--- src/rtl/muldiv_unit.sv ---
// Multi-cycle multiply/divide unit that owns the MIPS HI/LO register pair.
// Radix-2 shift-add multiply and restoring divide are run on magnitudes, and a single FIX cycle applies the signs.
module muldiv_unit #(
  parameter int WIDTH = 32,                 // even, >= 4
  parameter int CNT_W = $clog2(WIDTH) + 1
) (
  input  logic             clk,
  input  logic             rst_n,
  input  logic             start,
  input  logic [1:0]       op,
  input  logic [WIDTH-1:0] a,
  input  logic [WIDTH-1:0] b,
  input  logic             mthi,
  input  logic             mtlo,
  input  logic [WIDTH-1:0] wdata,
  input  logic             flush,
  output logic             busy,
  output logic             done,
  output logic [WIDTH-1:0] hi,
  output logic [WIDTH-1:0] lo
);

  typedef enum logic [1:0] {S_IDLE, S_RUN, S_FIX} state_e;

  state_e               state_q, state_d;
  logic [CNT_W-1:0]     cnt_q, cnt_d;
  logic                 div_q, div_d;
  logic                 neg_q, neg_d;     // negate product / quotient
  logic                 rneg_q, rneg_d;   // negate remainder
  logic [2*WIDTH-1:0]   acc_q, acc_d;
  logic [WIDTH-1:0]     a_q, a_d, b_q, b_d;
  logic [WIDTH-1:0]     hi_q, hi_d, lo_q, lo_d;
  logic                 done_q, done_d;

  logic                 sa, sb;
  logic [WIDTH:0]       sum, rsh;
  logic                 qbit;
  logic [2*WIDTH-1:0]   prod;

  always_ff @(posedge clk) begin
    if (!rst_n) begin
      state_q <= S_IDLE;
      cnt_q   <= '0;
      div_q   <= 1'b0;
      neg_q   <= 1'b0;
      rneg_q  <= 1'b0;
      acc_q   <= '0;
      a_q     <= '0;
      b_q     <= '0;
      hi_q    <= '0;
      lo_q    <= '0;
      done_q  <= 1'b0;
    end else begin
      state_q <= state_d;
      cnt_q   <= cnt_d;
      div_q   <= div_d;
      neg_q   <= neg_d;
      rneg_q  <= rneg_d;
      acc_q   <= acc_d;
      a_q     <= a_d;
      b_q     <= b_d;
      hi_q    <= hi_d;
      lo_q    <= lo_d;
      done_q  <= done_d;
    end
  end

  always_comb begin
    state_d = state_q;
    cnt_d   = cnt_q;
    div_d   = div_q;
    neg_d   = neg_q;
    rneg_d  = rneg_q;
    acc_d   = acc_q;
    a_d     = a_q;
    b_d     = b_q;
    hi_d    = hi_q;
    lo_d    = lo_q;
    done_d  = 1'b0;
    sa      = ~op[0] & a[WIDTH-1];
    sb      = ~op[0] & b[WIDTH-1];
    sum     = '0;
    rsh     = '0;
    qbit    = 1'b0;
    prod    = '0;

    case (state_q)
      S_IDLE: begin
        if (start) begin
          if (!flush) begin
            state_d = S_RUN;
            div_d   = op[1];
            neg_d   = sa ^ sb;
            rneg_d  = sa;
            a_d     = sa ? -a : a;
            b_d     = sb ? -b : b;
            acc_d   = '0;
            cnt_d   = CNT_W'(WIDTH);
          end
        end else begin
          if (mthi) hi_d = wdata;
          if (mtlo) lo_d = wdata;
        end
      end
      S_RUN: begin
        cnt_d = cnt_q - CNT_W'(1);
        if (!div_q) begin
          // Add the multiplicand into the top half, then shift the whole accumulator right.
          sum   = b_q[0] ? ({1'b0, acc_q[2*WIDTH-1:WIDTH]} + {1'b0, a_q})
                         : {1'b0, acc_q[2*WIDTH-1:WIDTH]};
          acc_d = {sum, acc_q[WIDTH-1:1]};
          b_d   = b_q >> 1;
        end else begin
          // The partial remainder is kept in the low half of acc, and quotient bits shift into a_q.
          rsh  = {acc_q[WIDTH-1:0], a_q[WIDTH-1]};
          qbit = (rsh >= {1'b0, b_q});
          if (qbit) rsh = rsh - {1'b0, b_q};
          acc_d = {{WIDTH{1'b0}}, rsh[WIDTH-1:0]};
          a_d   = {a_q[WIDTH-2:0], qbit};
        end
        if (cnt_q == CNT_W'(1)) state_d = S_FIX;
      end
      S_FIX: begin
        state_d = S_IDLE;
        done_d  = 1'b1;
        if (!div_q) begin
          prod = neg_q ? -acc_q : acc_q;
          hi_d = prod[2*WIDTH-1:WIDTH];
          lo_d = prod[WIDTH-1:0];
        end else begin
          lo_d = neg_q  ? -a_q : a_q;
          hi_d = rneg_q ? -acc_q[WIDTH-1:0] : acc_q[WIDTH-1:0];
        end
      end
      default: state_d = S_IDLE;
    endcase

    if (flush && state_q != S_IDLE) begin
      state_d = S_IDLE;
      done_d  = 1'b0;
      hi_d    = hi_q;
      lo_d    = lo_q;
    end
  end

  assign busy = (state_q != S_IDLE);
  assign done = done_q;
  assign hi   = hi_q;
  assign lo   = lo_q;

endmodule

--- config.mk ---
export PLATFORM = sky130hd
export DESIGN_NAME = muldiv_unit
export DESIGN_NICKNAME = d
export VERILOG_FILES = /design/src/rtl/muldiv_unit.sv
export SDC_FILE = /design/constraint.sdc
export NUM_CORES = 1
export LEC_CHECK = 0
export BUFFER_PORTS_ARGS = -buffer_cell sky130_fd_sc_hd__buf_4
export CELL_PAD_IN_SITES_DETAIL_PLACEMENT = 0
export CELL_PAD_IN_SITES_GLOBAL_PLACEMENT = 1
export CORE_MARGIN = 2
export CORE_UTILIZATION = 40
export CTS_BUF_LIST = sky130_fd_sc_hd__clkbuf_4 sky130_fd_sc_hd__clkbuf_8 sky130_fd_sc_hd__clkbuf_16
export DETAILED_ROUTE_END_ITERATION = 8
export GPL_TIMING_DRIVEN = 0
export HOLD_SLACK_MARGIN = 0.1
export PLACE_DENSITY_LB_ADDON = 0.1
export SLEW_MARGIN = 30
export SYNTH_ARGS = -nofsm -noshare
export SYNTH_HDL_FRONTEND = slang
export SYNTH_SLANG_ARGS = --single-unit
--- constraint.sdc ---
create_clock -name clk -period 3.3 [get_ports clk]
set_clock_uncertainty 0.15 [all_clocks]
set_input_delay 0.33 -clock clk [delete_from_list [all_inputs] [get_ports clk]]
set_output_delay 0.33 -clock clk [all_outputs]
set_load 0.02 [all_outputs]
==> out/metrics.csv <==
stage,metric,value,unit
synthesis,synth_ff_type,dfxtp_1,
floorplanning,core,0.0419,mm²
layout,utilization,50.9,%
synthesis,syn_inst,2341,
critical_path,crit_arrival,3.62,ns
routing,vias,20200,
critical_path,r2r_setup_slack,0.03,ns
critical_path,worstSetupPathType,flip-flop to flip-flop,
routing,first_pass_iters,6,
critical_path,timing.rr.end,lo[10],
routing,wl_per_cell,27.1,µm
critical_path,endpoint_kind,flip-flop,
critical_path,cp_slowest_cell,clkbuf_1,
layout,layout_commonest_cell,nor2_1,
power,p_int,0.00537,W
timing,relSlewSlack,23.9,%
power,p_switching,0.00270,W
layout,final_nets,2796,
layout,ff_latch_area,0.00413,mm²
synthesis,syn_nets,2517,
routing,drcViolationCount,0,
clock_tree,clockBufferDepth,3,
clock_tree,clock_sinks,204,
power,sequentialPowerShare,34.2,%
power,power_frac_comb,25.8,%
floorplanning,io_pins,170,
timing,hold_viol,0,
timing,layout_worst_path_cycle_share,99.1,%
layout,multi_input_area,0.0125,mm²
synthesis,synth_area,0.0170,mm²
critical_path,startpoint_type,flip-flop,
synthesis,ys_seq_elements,204,
critical_path,max_stage_delay,0.67,ns
timing,timing.setup.tns,0,ns
synthesis,syn_area_per_cell,7.27,µm²
timing,period_minus_slack,3.27,ns
power,peakVddDrop,207,µV
routing,ant_nets,0,
placement,routabilityCongestion,1.03,
timing,rsz0062_at_grt,yes,
synthesis,synth_edf_count,0,
critical_path,rr_worst_depth,8,
placement,numPortBuffers,168,
synthesis,yosys-top-cells-area,"dfxtp_1 (24%), a21oi_1 (6.1%), nor2_1 (5.8%)",
synthesis,ys_warn_count,0,
global_route,grt_pass1_vias,18800,
hold_path,min_path_type,input pin to flip-flop,
placement,place_hpwl,66.9,mm
routing,drtIter0Drc,1918,
layout,fillers,4195,
layout,drive_gt1_share,15.7,%
placement,post-place-cells,3048,
hold_path,min_path_cells,5,
power,p_per_area,378,mW/mm²
power,pwr-share-clk,40.0,%
global_route,grt_start_max_net_pins,13,
hold_path,worstHoldStart,a[14],
clock_tree,cts_buffers,25,
floorplanning,rows,75,
layout,syn_to_final_growth,25.5,%
clock_tree,htreeDepth,1,
power,switching_share,33.5,%
timing,hold-worst-slack,0.109,ns
clock_tree,clk_latency,0.57,ns
clock_tree,cts_tree,done,
routing,wl,86.0,mm
job,drv_cap,0,
synthesis,synth_top_cell_area_share,24.0,%
power,p_leak,8.60,nW
synthesis,seq_area_frac_synth,24.0,%
clock_tree,root_buffer,clkbuf_16,
clock_tree,cts.clk_slew.worst_paths,0.06,ns
run_status,status,"finished, final reports clean",
critical_path,path_cells,clkbuf_1 > clkinvlp_4 > clkbuf_1 > a211oi_1 > o21ai_0 > nor2_1 > a21oi_1 > a21oi_1,
hold_path,hold_end,a_q[14],
synthesis,synthArstFlopShare,0,%
global_route,antenna_found_initial,0,
timing,worst-slew-pin-transition,1.14,ns
timing,max_freq,0.306,GHz
timing,setup_viol,0,
critical_path,r2r-start,neg_q,
floorplanning,die_h,210,µm
global_route,grt_use_total,37.7,%
critical_path,crit_buf_inv,3,
floorplanning,dieWidth,210,µm
floorplanning,dieArea,0.0442,mm²
floorplanning,initial_utilization,40.6,%
critical_path,crit_required,3.65,ns
critical_path,crit_family,buffers and inverters,
synthesis,synth.largest_area_cell,dfxtp_1,
layout,fin_cells,3177,
layout,final_cell_mix,"nor2_1 (260), a21oi_1 (206), buf_4 (204), nand2_1 (191), dfxtp_1 (182)",
global_route,grt_pass1_wl,124,mm
critical_path,cp_max_fo,10,
routing,vias_per_cell,6.35,
timing,finalMaxSlewViolations,0,
global_route,grt_overflow,0,
synthesis,post_synth_num_cell_types,82,
==> synth_stat cells, types with 7 or more instances <==
master	n
a222oi_1	11
a32oi_1	8
nand3_1	56
a22oi_1	35
o221ai_1	7
nand4_1	18
or4_1	20
xor2_1	62
o21ai_0	161
buf_1	24
a31oi_1	43
mux4_2	7
clkbuf_1	162
o22ai_1	37
nand2b_1	16
nor2_1	264
nor3_1	63
or2_2	13
o21a_1	12
o211ai_1	38
o311ai_0	10
a21oi_1	209
a2111oi_0	8
nor4_1	21
a22o_1	9
a311oi_1	20
dfxtp_1	204
a221oi_1	11
o31a_1	7
mux2_2	7
o41ai_1	15
o21bai_1	9
a21o_1	26
inv_1	73
and3_1	12
mux2i_1	34
nor2b_1	19
buf_2	7
or3_1	33
ha_1	70
xnor2_1	97
a211oi_1	65
nand2_1	191
o31ai_1	40
==> cell type report <==
cell class / instances / share of cell area (%)
Multi-Input combinational cell: 1867 / 58.3
Sequential cell: 204 / 19.3
Timing Repair Buffer: 261 / 9.87
Buffer: 186 / 3.56
Clock buffer: 32 / 3.35
Tap cell: 539 / 3.16
Inverter: 75 / 1.35
Clock inverter: 12 / 1.04
Antenna cell: 1 / 0.0117
==> per-layer routing <==
layer	routed length (µm)	track usage (%)	vias up
li1	-	-	9252
met1	35600	48.7	9627
met2	37700	59.7	1053
met3	7440	6.14	229
met4	5250	21.3	0
met5	0	0	-
==> tightest hold or removal path: stages <==
cell,delay [ns]
buf_4,0.11
xnor2_1,0.12
a211oi_1,0.07
a21oi_1,0.11
nor2_1,0.04
==> state kept, by name, indices dropped and copies added, names as in the netlist <==
| signal | count |
|---|---|
| acc_q | 64 |
| div_q | 1 |
| b_q | 32 |
| a_q | 32 |
| hi | 32 |
| done | 1 |
| lo | 32 |
| cnt_q | 6 |
| neg_q | 1 |
| state_q | 2 |
| rneg_q | 1 |
==> power groups by stage <==
| stage | clock [W] | combinational [W] | sequential, W |
|---|---|---|---|
| 2_1_floorplan | 0 | 0.00109 | 0.00278 |
| 3_5_place_dp | 0 | 0.00183 | 0.00280 |
| 3_3_place_gp | 0 | 0.00182 | 0.00280 |
| 4_1_cts | 0.00321 | 0.00196 | 0.00275 |
| 5_1_grt | 0.00332 | 0.00223 | 0.00277 |
| 6_report | 0.00323 | 0.00208 | 0.00276 |
==> logic make-up (layout without fill, tap and decap cells) <==
kind of cell / count (synthesis) / count (layout) / share of synthesized area, %
AND/OR/NAND/NOR: 756 / 756 / 20.7
adder cells (fa/ha/maj): 72 / 72 / 5.38
multiplexers: 48 / 48 / 3.39
flip-flops: 204 / 204 / 24.0
buffers and inverters: 270 / 566 / 6.08
other: 0 / 1 / 0
XOR/XNOR: 159 / 159 / 8.18
AO/OA/AOI/OAI: 832 / 832 / 32.3
==> worst max path at each step <==
stage / from / endpoint / slack [ns] / cells past startpoint
after floorplan: a_q[12] / lo[29] / 0.21 / 11
after global placement: acc_q[1] / lo[26] / -1.07 / 12
after global routing: a_q[2] / lo[29] / -0.003 / 10
final: neg_q / lo[10] / 0.03 / 8
after CTS: a_q[7] / lo[23] / -0.006 / 10
after detailed placement: acc_q[1] / lo[26] / -1.03 / 12
==> through the flow <==
stage	setup slack (ns)	area, µm²	power [W]
6_report	0.0303	21400	0.00807
5_1_grt	-0.00315	21400	0.00831
4_1_cts	-0.00639	20900	0.00792
3_5_place_dp	-1.03	19000	0.00463
3_3_place_gp	-1.07	19000	0.00462
2_1_floorplan	0.208	17000	0.00386
==> timing repair <==
action                                  in CTS  in global routing
hold buffers                                60                  0
setup buffers                               14                 19
resized for setup                           82                 98
pin swaps                                    8                 16
hold endpoints to repair                    86                  0
endpoints found under the setup margin     104                 86
(Power assumes the default switching activity.)
